==> src/rtl/approx_mul_pkg.sv <==
// rtl/approx_mul_pkg.sv - shared widths, sweep size and state encoding for the approximate-multiplier BIST
package approx_mul_pkg;

  localparam int W_DEF       = 6;
  localparam int N_PAIRS_DEF = 1 << (2 * W_DEF);
  localparam int CNT_W_DEF   = 2 * W_DEF + 1;
  localparam int MAX_W_DEF   = 2 * W_DEF;
  localparam int SUM_W       = 25;

  typedef enum logic [1:0] {
    ST_IDLE  = 2'd0,
    ST_RUN   = 2'd1,
    ST_DRAIN = 2'd2,
    ST_DONE  = 2'd3
  } state_e;

endpackage

==> src/rtl/err_accum.sv <==
// rtl/err_accum.sv - error computation and count/sum/max accumulators with clear and enable
module err_accum
  import approx_mul_pkg::*;
#(
  parameter int W = W_DEF
) (
  input  logic                    clk,
  input  logic                    rst_n,
  input  logic                    clr,
  input  logic                    en,
  input  logic [W-1:0]            a,
  input  logic [W-1:0]            b,
  input  logic [2*W-1:0]          prod,
  output logic [2*W:0]            err_count,
  output logic signed [SUM_W-1:0] err_sum,
  output logic [2*W-1:0]          max_abs_err
);

  logic [2*W-1:0]          exact;
  logic signed [2*W:0]     err;
  logic [2*W:0]            err_mag;
  logic [2*W:0]            count_q, count_d;
  logic signed [SUM_W-1:0] sum_q, sum_d;
  logic [2*W-1:0]          max_q, max_d;

  assign exact   = {{W{1'b0}}, a} * {{W{1'b0}}, b};
  assign err     = $signed({1'b0, prod}) - $signed({1'b0, exact});
  assign err_mag = err[2*W] ? (~err + 1'b1) : err;

  always_comb begin
    count_d = count_q;
    sum_d   = sum_q;
    max_d   = max_q;
    if (clr) begin
      count_d = '0;
      sum_d   = '0;
      max_d   = '0;
    end else if (en) begin
      if (err != '0) count_d = count_q + 1'b1;
      sum_d = sum_q + {{(SUM_W-2*W-1){err[2*W]}}, err};
      if (err_mag > {1'b0, max_q}) max_d = err_mag[2*W-1:0];
    end
  end

  always_ff @(posedge clk or negedge rst_n) begin
    if (!rst_n) begin
      count_q <= '0;
      sum_q   <= '0;
      max_q   <= '0;
    end else begin
      count_q <= count_d;
      sum_q   <= sum_d;
      max_q   <= max_d;
    end
  end

  assign err_count   = count_q;
  assign err_sum     = sum_q;
  assign max_abs_err = max_q;

endmodule

==> src/rtl/approx_mul_bist.sv <==
// rtl/approx_mul_bist.sv - exhaustive operand sweep of an external multiplier with error statistics
module approx_mul_bist
  import approx_mul_pkg::*;
#(
  parameter int W       = W_DEF,
  parameter int N_PAIRS = N_PAIRS_DEF
) (
  input  logic                          clk,
  input  logic                          rst_n,
  input  logic                          start,
  output logic [W-1:0]                  a_out,
  output logic [W-1:0]                  b_out,
  input  logic [2*W-1:0]                prod_in,
  output logic                          busy,
  output logic                          done,
  output logic [2*W:0]                  err_count,
  output logic signed [SUM_W-1:0]       err_sum,
  output logic [2*W-1:0]                max_abs_err,
  output logic signed [SUM_W-2*W-1:0]   mean_err
);

  localparam logic [2*W-1:0] LAST_IDX = (2*W)'(N_PAIRS - 1);

  state_e         state_q, state_d;
  logic [2*W-1:0] idx_q, idx_d;
  logic           clr;
  logic           cap;

  // Stage 1 holds the pair and its product so accumulation runs one edge later.
  logic           v1_q;
  logic [W-1:0]   a1_q, b1_q;
  logic [2*W-1:0] p1_q;

  always_comb begin
    state_d = state_q;
    idx_d   = idx_q;
    clr     = 1'b0;
    cap     = 1'b0;
    case (state_q)
      ST_IDLE, ST_DONE: begin
        if (start) begin
          state_d = ST_RUN;
          idx_d   = '0;
          clr     = 1'b1;
        end
      end
      ST_RUN: begin
        cap = 1'b1;
        if (idx_q == LAST_IDX) state_d = ST_DRAIN;
        else                   idx_d   = idx_q + 1'b1;
      end
      ST_DRAIN: state_d = ST_DONE;
      default:  state_d = ST_IDLE;
    endcase
  end

  always_ff @(posedge clk or negedge rst_n) begin
    if (!rst_n) begin
      state_q <= ST_IDLE;
      idx_q   <= '0;
      v1_q    <= 1'b0;
      a1_q    <= '0;
      b1_q    <= '0;
      p1_q    <= '0;
    end else begin
      state_q <= state_d;
      idx_q   <= idx_d;
      v1_q    <= cap;
      if (cap) begin
        a1_q <= a_out;
        b1_q <= b_out;
        p1_q <= prod_in;
      end
    end
  end

  err_accum #(.W(W)) u_err_accum (
    .clk         (clk),
    .rst_n       (rst_n),
    .clr         (clr),
    .en          (v1_q),
    .a           (a1_q),
    .b           (b1_q),
    .prod        (p1_q),
    .err_count   (err_count),
    .err_sum     (err_sum),
    .max_abs_err (max_abs_err)
  );

  assign a_out    = idx_q[2*W-1:W];
  assign b_out    = idx_q[W-1:0];
  assign busy     = (state_q == ST_RUN) || (state_q == ST_DRAIN);
  assign done     = (state_q == ST_DONE);
  assign mean_err = err_sum[SUM_W-1:2*W];

endmodule

==> config.mk <==
export PLATFORM = sky130hd
export DESIGN_NAME = approx_mul_bist
export DESIGN_NICKNAME = d
export VERILOG_FILES = /design/src/rtl/approx_mul_pkg.sv /design/src/rtl/err_accum.sv /design/src/rtl/approx_mul_bist.sv
export SDC_FILE = /design/constraint.sdc
export NUM_CORES = 1
export LEC_CHECK = 0
export ABC_AREA = 1
export CAP_MARGIN = 30
export CORE_ASPECT_RATIO = 0.6
export CORE_MARGIN = 2
export CORE_UTILIZATION = 30
export DETAILED_ROUTE_END_ITERATION = 10
export PLACE_DENSITY_LB_ADDON = 0.15
export REMOVE_ABC_BUFFERS = 1
export SLEW_MARGIN = 10
export SYNTH_ARGS = -nofsm -noshare
export SYNTH_HDL_FRONTEND = slang
export SYNTH_SLANG_ARGS = --single-unit
==> constraint.sdc <==
create_clock -name clk -period 10.44 [get_ports clk]
set_input_delay 1.044 -clock clk [delete_from_list [all_inputs] [get_ports clk]]
set_output_delay 1.044 -clock clk [all_outputs]
set_load 0.05 [all_outputs]
Word-level counts from Yosys, hierarchy flattened. Index checks and enable logic that the tools add are counted.

Register bits: 89. Input port bits: 15. Output and inout port bits: 77. Logic and storage cells: 54.

Add/subtract/negate cells: 5. Multipliers: 1. Magnitude comparators: 1. Equality and inequality tests: 7. Multiplexer cells: 18. Bitwise gates (word level): 1. Reduce and logical (&&, ||, !) cells: 12.

Operator list (count): 2-to-1 mux 12 bit (5); 2-to-1 mux 13 bit (4); 2-to-1 mux 25 bit (2); adder 13 x 1 -> 13 bit, second input constant (2); adder 25 bit (1); case mux 12 bit (2 select lines) (1); > comparator 13 x 12 -> 1 bit (1); inverter 13 bit (1); nonzero test 13 bit (1); subtractor 12 x 12 -> 13 bit (1); adder 12 x 1 -> 12 bit, second input constant (1); == test 12 bit, second input constant (1); multiplier 6 x 6 -> 12 bit (1); nonzero test 2 bit (4); != test 2 bit, second input constant (3); case mux 2 bit (3 select lines) (1); AND reduction 2 bit (3); == test 2 bit, second input constant (2); 2-to-1 mux 2 bit (2); 2-to-1 mux 1 bit (3); AND reduction 3 bit (1); == test 2 x 1 -> 1 bit, second input constant (1); logical NOT 2 bit (1); OR reduction 2 bit (1); logical OR 1 bit (1).

Logic depth before layout (Yosys ltp). Gate-level depths: netlist of the first run.

Word-level depth: 9. Mapped depth: 38. Depth with buffers taken out: 37.

Hierarchy. A second synthesis of the first run with hierarchy kept.

Cells, all modules: 1127. Area total of the unflattened synthesis: 8030.2 µm².

By module, submodules not included: err_accum (instances 1, cells each 887, area each 6078.3 µm², sequential area each 1251.2 µm²); approx_mul_bist (instances 1, cells each 240, area each 1951.9 µm², sequential area each 975.9 µm²).

Worst setup path after synthesis of the first run. No wires, ideal clock.

Path type: register -> register. From: reg a1_q[0]. To: reg u_err_accum.max_q[10] (netlist: u_err_accum.max_abs_err[10]). Setup time: 0.065 ns. Data arrival time: 5.344 ns. Required time: 10.375 ns. Setup slack: 5.031 ns. Stages on the path, launching flop included: 36. Path buffers: 2. Clock period less this slack: 5.409 ns. Path through: dfrtp_1 nand2_1 fa_1 fa_1 fa_1 inv_1 fa_1 inv_1 ha_1 nand2_1 nand2_1 a21oi_2 nand2_1 nand2_1 nand2_1 nand2_1 nand2_2 buf_4 o21ai_0 ha_1 nand2_1 nor2_1 nand2_1 nand3_1 nand2_1 nand3_1 nand2_1 nand2_1 nand2_1 nand2_1 nand2_1 nand3_1 nand2_1 buf_6 nand2_1 nand2_1.

Longest elaborated chain between the ends: 8. Elaborated cells on any way between the ends: 11. Classes of those cells: 2 x add/sub; 1 x mul; 1 x order compare; 4 x mux; 1 x bitwise; 2 x reduce/logical.

RTL lines: start: declaration (line approx_mul_bist.sv:31) `logic [W-1:0] a1_q, b1_q;`; start signal: assignment (line approx_mul_bist.sv:70) `a1_q <= a_out;`; multiplier 6 x 6 -> 12 bit * (line err_accum.sv:26) `assign exact = {{W{1'b0}}, a} * {{W{1'b0}}, b};`; subtractor 12 x 12 -> 13 bit * (line err_accum.sv:27) `assign err = $signed({1'b0, prod}) - $signed({1'b0, exact});`; inverter 13 bit (line err_accum.sv:28) `assign err_mag = err[2*W] ? (~err + 1'b1) : err;`; adder 13 x 1 -> 13 bit (line err_accum.sv:28); 2-to-1 mux 13 bit * (line err_accum.sv:28); > comparator 13 x 12 -> 1 bit / 2-to-1 mux 12 bit (equally long branches) (line err_accum.sv:41) `if (err_mag > {1'b0, max_q}) max_d = err_mag[2*W-1:0];`; nonzero test 2 bit (no source line) / 2-to-1 mux 12 bit (equally long branches); AND reduction 2 bit (no source line) / 2-to-1 mux 12 bit (equally long branches); end signal: assignment (line err_accum.sv:53) `max_q <= max_d;`; end: declaration (line err_accum.sv:24) `logic [2*W-1:0] max_q, max_d;`.

Mark *: on every way between the ends. The rest lies on a longest branch, timed or not. The select of a mux whose other input is x is not followed. A chain may end at the register's enable or synchronous reset.

Worst setup path in the final report of the first run.
From: reg b1_q[5]. To: reg u_err_accum.max_q[8] (netlist: u_err_accum.max_abs_err[8]).

Longest elaborated chain between the ends: 8. Elaborated cells on any way between the ends: 11. Classes of those cells: 2 x add/sub; 1 x mul; 1 x order compare; 4 x mux; 1 x bitwise; 2 x reduce/logical.

RTL lines: start: declaration (line approx_mul_bist.sv:31); start signal: assignment (line approx_mul_bist.sv:71) `b1_q <= b_out;`; multiplier 6 x 6 -> 12 bit * (line err_accum.sv:26); subtractor 12 x 12 -> 13 bit * (line err_accum.sv:27); inverter 13 bit (line err_accum.sv:28); adder 13 x 1 -> 13 bit (line err_accum.sv:28); 2-to-1 mux 13 bit * (line err_accum.sv:28); > comparator 13 x 12 -> 1 bit / 2-to-1 mux 12 bit (equally long branches) (line err_accum.sv:41); nonzero test 2 bit (no source line) / 2-to-1 mux 12 bit (equally long branches); AND reduction 2 bit (no source line) / 2-to-1 mux 12 bit (equally long branches).

Marked as above.

==> results of run 1 <==
-- final cells by class --
class / instances / area share, %
Clock buffer: 11 / 2.46
Clock inverter: 3 / 0.714
Sequential cell: 89 / 23.5
Tap cell: 360 / 4.76
Inverter: 204 / 8.09
Timing Repair Buffer: 94 / 9.84
Multi-Input combinational cell: 801 / 50.6
-- through the flow --
stage / hold slack, ns / setup WS, ns
after floorplan: 0.478 / 4.89
after global placement: 0.486 / 4.19
after detailed placement: 0.499 / 4.07
after CTS: 0.514 / 4.04
after global routing: 0.539 / 3.43
final: 0.511 / 4.07
-- sequential cells by signal (all words and copies together), names as in the netlist --
register	count
v1_q	1
u_err_accum.max_abs_err	12
state_q	2
p1_q	12
u_err_accum.err_sum	25
b1_q	6
u_err_accum.err_count	13
a1_q	6
idx_q	12
-- worst paths after layout --
path / startpoint / to / cells after the start
max: b1_q[5]$_DFFE_PN0P_ / u_err_accum.max_abs_err[8]$_DFFE_PN0P_ / 35
min: u_err_accum.max_abs_err[2]$_DFFE_PN0P_ / u_err_accum.max_abs_err[2]$_DFFE_PN0P_ / 2
max reg2reg: b1_q[5]$_DFFE_PN0P_ / u_err_accum.max_abs_err[8]$_DFFE_PN0P_ / 35
min reg2reg: u_err_accum.max_abs_err[2]$_DFFE_PN0P_ / u_err_accum.max_abs_err[2]$_DFFE_PN0P_ / 2
max in group asynchronous: rst_n / u_err_accum.max_abs_err[2]$_DFFE_PN0P_ / 2
min in group asynchronous: rst_n / a1_q[2]$_DFFE_PN0P_ / 1
-- routing by layer --
| metal | up-vias | wire length (um) | global-route usage [%] |
|---|---|---|---|
| met2 | 160 | 7480 | 21.1 |
| met1 | 3218 | 13200 | 27.9 |
| met3 | 7 | 1180 | 3.26 |
| li1 | 3709 | - | - |
| met4 | 0 | 151 | 2.70 |
| met5 | - | 0 | 0 |
-- cell families (layout without fill, tap and decap cells) --
family / Yosys count / count (layout) / share of synthesized area [%]
xor+xnor: 20 / 20 / 2.20
fa+ha+maj: 98 / 98 / 17.9
buf+inv: 231 / 312 / 12.1
flops: 89 / 89 / 27.9
simple gates: 517 / 517 / 28.1
compound gates: 166 / 166 / 11.8
-- cell usage in the layout (no fill, tap or decap), drive strengths merged, types with 3 or more instances in the layout --
| cell type | n |
|---|---|
| a211oi | 4 |
| a21o | 4 |
| a21oi | 57 |
| buf | 4 |
| clkbuf | 11 |
| clkdlybuf4s50 | 90 |
| dfrtp | 89 |
| fa | 27 |
| ha | 71 |
| inv | 204 |
| nand2 | 351 |
| nand3 | 50 |
| nand4 | 19 |
| nor2 | 63 |
| nor3 | 20 |
| o21ai | 83 |
| o21bai | 6 |
| o31ai | 3 |
| or2 | 8 |
| xor2 | 19 |
-- worst max-delay path: cells and delay by family, from the launching register on --
kind / cells / cell delay (ns)
adders and majority gates: 6 / 2.73
and+or+nand+nor: 23 / 2.51
DFF: 1 / 0.47
buffers and inverters: 4 / 0.23
xor gates and xnor gates: 1 / 0.18
AOI/OAI and AO/OA: 1 / 0.15
==> impl_results.md, run 1 <==
* Status: completed
* Overall routing resource usage at between 15 and 20%
* Area share of the leading cell type in the synthesized netlist at between 20 and 30%
* Postcts setup bufs at 0
* Total die area at 28000 um^2
* Standard cell with the maximum stage delay on the critical path: sky130_fd_sc_hd__fa_1
* Die height at 130 um
* Post-synth top area cell: sky130_fd_sc_hd__dfrtp_1
* TritonCTS clock tree: built
* Synth cell count leaders: sky130_fd_sc_hd__nand2_1, sky130_fd_sc_hd__inv_1, sky130_fd_sc_hd__dfrtp_1
* CTS hold repair buffers at 0
* Cell area after placement at ~9200 um^2
* Placer Congestion at ~0.88
* Violation count after the first detailed-routing iteration at 501
* Setup repair after global routing missed its margin: no
* Least-Margin Pin Slew at ~0.90 ns
* Crit share post-route at around three fifths
* Final critical-path required period at 6.37 ns
* Most frequent CP cell: sky130_fd_sc_hd__nand2_1
* Post-detailed-route wirelength per cell at 14.1 um
* Sequential fraction of the synthesis area at between 20 and 30%
* Final design area excluding fillers at 9460 um^2
* Die X-Extent at about 210 um
* Finished Layout Cells at approximately 1600
* Number of endpoints failing setup at the final stage at 0
* Vias per inst at roughly 4.5
* Diode insertion count for antenna repair at 0
* Post-route antenna net violation count at 0
* Root Buffer Master: sky130_fd_sc_hd__clkbuf_16
* Async set-reset flop share out of synthesis at 100%
* Maximum operating frequency at ~160 MHz
* Multi-input gate area in the final layout at 4790 um^2
* Source-to-sink clock delay at the later pin of the worst-skew pair at 0.35 ns
* Maximum level of the CTS H-tree at 3
* Cell area after technology mapping at about 8000 um^2
* Mean area per synthesized cell at between 7 and 8 um^2
* Final layout net count at about 1300
* Worst-case headroom to the max-slew limit at between 30% and 40%
* Flip-flop and latch count after synthesis at 89
* Most instantiated library cell after synthesis: sky130_fd_sc_hd__nand2_1
* Number of unique standard cell types used by synthesis at 47
* CORE AREA at between 20000 and 30000 um^2
* Seq. cell area at around 2200 um^2
* CTS sink count at slightly below 90
* Count of vias placed by the detailed router at 7094
* Type of the most critical hold path: reg -> reg
* Dpl hpwl at 17.7 mm
* Cell row count at 46
* Clk_skew at 0.00692 ns
* Gates resized, CTS repair at 0
* Highest cell delay on the worst timing path at ~0.54 ns
* Number of synthesized flops with an enable pin at 0
* Nature of the critical path endpoint: flop
* Area grow syn2layout at 18.6%
* Kind of start point of the critical path: flop
* Largest net degree at the start of global routing at 47
* Initial core utilization at approximately 30%
* Via count of the first global-routing pass at about 6600
* Number of fillers in the final layout at about 2800
* Count of buffers from port buffering at 91
* Util after Layout at 36.0%
* Total of warnings raised by yosys at 0
* DRT Wirelength at approximately 22 mm
* DRT Pass-1 Iters at 5
* Clock Pin Slew Worst Setup and Hold Paths at approximately 0.060 ns
* Number of buffers inserted during clock tree synthesis at 9
* Critical path peak fanout at 28
* Fraction of layout instances using a drive strength above 1 at 5.66%
* Worst Setup Path Type: reg -> reg
* Total gr overflow at 0
* Final hold violation count at 0
* Initial antenna violation count at 0
* Reported max-cap violation count at 0
* Number of placed I/O pins at between 90 and 100
* Arrival time worst endpoint at between 6 and 7 ns
* Number of design rule violations left after detail routing at 0
* Post-placement cell count at approximately 1500
* Number of cells produced by synthesis at around 1100
* Global-route wire length before repair at approximately 37 mm
* Worst Path Required at between 10 and 15 ns
* Final slew viol count at 0
* Setup slack, reg-to-reg at ~4.1 ns
* Most used DFF post-synth: sky130_fd_sc_hd__dfrtp_1
* Clk buf depth at 2
* TNS Setup at 0 ns
* Cell types occupying the most area after synthesis: sky130_fd_sc_hd__dfrtp_1, sky130_fd_sc_hd__nand2_1, sky130_fd_sc_hd__ha_1
Power of run 1 is left out: the tool's default activity adds up to more than one toggle a clock period on the data nets, which glitch-free logic cannot reach.
==> run 2, diff against run 1 <==
Clock period 10.44 ns to 6.6 ns, I/O delays scaled along.
==> run 2 against run 1 <==
Effect of this change: critical path depth fell by 8; routed wire length rose by 2.4%; non-clock buffer count rose by 2; worst hold slack got worse by 0.19 ns; global-route usage rose by 0.36 points; clock skew rose by 0.0046 ns; cell count rose by 0.26%; register-to-register slack got worse by 3.5 ns; cell area fell by 0.19%; sequential share of layout area barely moved; setup slack got worse by 3.5 ns; die area did not move; highest routed layer unchanged.
==> impl_results.md, run 2 (synthesis gave the netlist of run 1 again) <==
* Status: completed (unchanged)
* Family of cells with the greatest summed delay on the critical path: adder cells (unchanged)
* TritonCTS clock tree: built (unchanged)
* Final hold violation count at 0 (unchanged)
* Setup repair after global routing missed its margin: no (unchanged)
* Most frequent CP cell: sky130_fd_sc_hd__nand2_1 (unchanged)
* Final slew viol count at 0 (unchanged)
* Area grow syn2layout at 18.4% (was 18.6%)
* Violation count after the first detailed-routing iteration at 597 (was 501)
* Nature of the critical path endpoint: flop (unchanged)
* Maximum operating frequency at 165 MHz (was 157 MHz)
* Final critical-path required period at 6.06 ns (was 6.37 ns)
* Clk_skew at 0.0116 ns (was 0.00692 ns)
* Die height at 130 um (unchanged)
* Worst Setup Path Type: reg -> reg (unchanged)
* Wire length on met2 at 7.57 mm (was 7.48 mm)
* Highest cell delay on the worst timing path at 0.54 ns (about the same)
* Critical path peak fanout at 16 (was 28)
* Critical path buffers and inverters at 4 (unchanged)
* Via count of the first global-routing pass at 6732 (was 6620)
* Cell row count at 46 (unchanged)
* TNS Setup at 0 ns (unchanged)
* Number of fillers in the final layout at 2821 (was 2826)
* Most common library cell in the layout ignoring fill and taps: sky130_fd_sc_hd__nand2_1 (unchanged)
* Source-to-sink clock delay at the later pin of the worst-skew pair at 0.37 ns (was 0.35 ns)
* Largest net degree at the start of global routing at 46 (was 47)
* Reported max-cap violation count at 0 (unchanged)
* Die X-Extent at 215 um (unchanged)
* Post-detailed-route wirelength per cell at 14.4 um (was 14.1 um)
* Highest routed metal layer: met4 (unchanged)
* Maximum level of the CTS H-tree at 3 (unchanged)
* CTS sink count at 89 (unchanged)
* Number of buffers inserted during clock tree synthesis at 9 (unchanged)
* Root Buffer Master: sky130_fd_sc_hd__clkbuf_16 (unchanged)
* Met3 wire length at 1.23 mm (was 1.18 mm)
* Metal-1 WL at 13.5 mm (was 13.2 mm)
* Standard cell with the maximum stage delay on the critical path: sky130_fd_sc_hd__fa_1 (unchanged)
* Least-Margin Pin Slew at 0.733 ns (was 0.903 ns)
* Fraction of layout instances using a drive strength above 1 at 5.89% (was 5.66%)
* Initial core utilization at 30.3% (unchanged)
* Type of the most critical hold path: in -> async (was reg -> reg)
* Gates resized, CTS repair at 0 (unchanged)
* CTS hold repair buffers at 0 (unchanged)
* Worst Path Required at 6.91 ns (was 10.73 ns)
* Number of flip-flops under the largest register name at 25 (unchanged)
* Total die area at 28000 um^2 (unchanged)
* Number of design rule violations left after detail routing at 0 (unchanged)
* Clk buf depth at 2 (unchanged)
* Count of buffers from port buffering at 91 (unchanged)
* Highest-count cells in the layout ignoring fill and taps: sky130_fd_sc_hd__nand2_1, sky130_fd_sc_hd__inv_1, sky130_fd_sc_hd__clkdlybuf4s50_1 (unchanged)
* Post-route antenna net violation count at 0 (unchanged)
* CORE AREA at 26300 um^2 (unchanged)
* Count of vias placed by the detailed router at 7125 (was 7094)
* Clock Pin Slew Worst Setup and Hold Paths at 0.07 ns (was 0.06 ns)
* Placer Congestion at 0.903 (was 0.884)
* Dpl hpwl at 18.2 mm (was 17.7 mm)
* Global-route wire length before repair at 37.3 mm (was 36.7 mm)
* Vias per inst at 4.55 (was 4.54)
* Arrival time worst endpoint at 6.37 ns (was 6.66 ns)
* Initial antenna violation count at 0 (unchanged)
* Total gr overflow at 0 (unchanged)
* Overall routing resource usage at 17.0% (was 16.7%)
* Worst-case headroom to the max-slew limit at 51.1% (was 39.7%)
* DRT Pass-1 Iters at 5 (unchanged)
* DRT Wirelength at 22.5 mm (was 22.0 mm)
* Crit share post-route at 91.8% (was 61.1%)
* Diode insertion count for antenna repair at 0 (unchanged)
* Postcts setup bufs at 0 (unchanged)
* Kind of start point of the critical path: flop (unchanged)
* Final layout net count at 1314 (was 1312)
* Number of endpoints failing setup at the final stage at 0 (unchanged)
* Number of placed I/O pins at 92 (unchanged)
## run 2: changes by cell type in the layout (fill, tap and decap cells not counted)
cell | before | now
sky130_fd_sc_hd__bufinv_16 | 2 | 0
sky130_fd_sc_hd__clkbuf_1 | 2 | 4
sky130_fd_sc_hd__clkinv_2 | 0 | 2
sky130_fd_sc_hd__buf_4 | 4 | 5
sky130_fd_sc_hd__buf_8 | 0 | 1
sky130_fd_sc_hd__nand2_1 | 332 | 331
sky130_fd_sc_hd__nand2_2 | 17 | 18
## run 2: cell type report
class,count,area [um^2],share of cell area (%)
sequential,89,2230,23.6
multi-input combinational,801,4790,50.7
tap,360,450,4.77
timing repair buffer,96,953,10.1
clock buffer,13,240,2.54
inverter,204,766,8.11
clock inverter,3,17.5,0.185
## run 2: metrics by stage
stage                     std cells  hold WS (ns)  worst slack (ns)  instance area, um^2  utilization, %
after global placement         1549         0.487             0.624                 9170            34.9
after global routing           1566         0.375            0.0475                 9450            35.9
after CTS                      1565         0.345             0.495                 9430            35.8
final                          1566         0.318             0.540                 9450            35.9
after detailed placement       1549         0.498             0.507                 9170            34.9
after floorplan                1094         0.364              1.05                 7780               -
## run 2: path summary, 6_finish.rpt
check / cells past startpoint / end / start / slack (ns)
max: 27 / u_err_accum.err_sum[21]$_DFFE_PN0P_ / a1_q[1]$_DFFE_PN0P_ / 0.54
max in group asynchronous: 2 / u_err_accum.max_abs_err[1]$_DFFE_PN0P_ / rst_n / 5.23
min reg2reg: 2 / u_err_accum.max_abs_err[5]$_DFFE_PN0P_ / u_err_accum.max_abs_err[5]$_DFFE_PN0P_ / 0.51
max reg2reg: 27 / u_err_accum.err_sum[21]$_DFFE_PN0P_ / a1_q[1]$_DFFE_PN0P_ / 0.54
min in group clk: 2 / u_err_accum.max_abs_err[5]$_DFFE_PN0P_ / u_err_accum.max_abs_err[5]$_DFFE_PN0P_ / 0.51
min: 1 / b1_q[1]$_DFFE_PN0P_ / rst_n / 0.32
## run 2: per-layer routing
metal | GRT usage (%) | up-vias
met5 | 0 | -
met4 | 2.94 | 0
met3 | 3.26 | 7
met2 | 21.4 | 160
met1 | 28.7 | 3260
li1 | - | 3698
Power of run 2 is left out for the same reason.
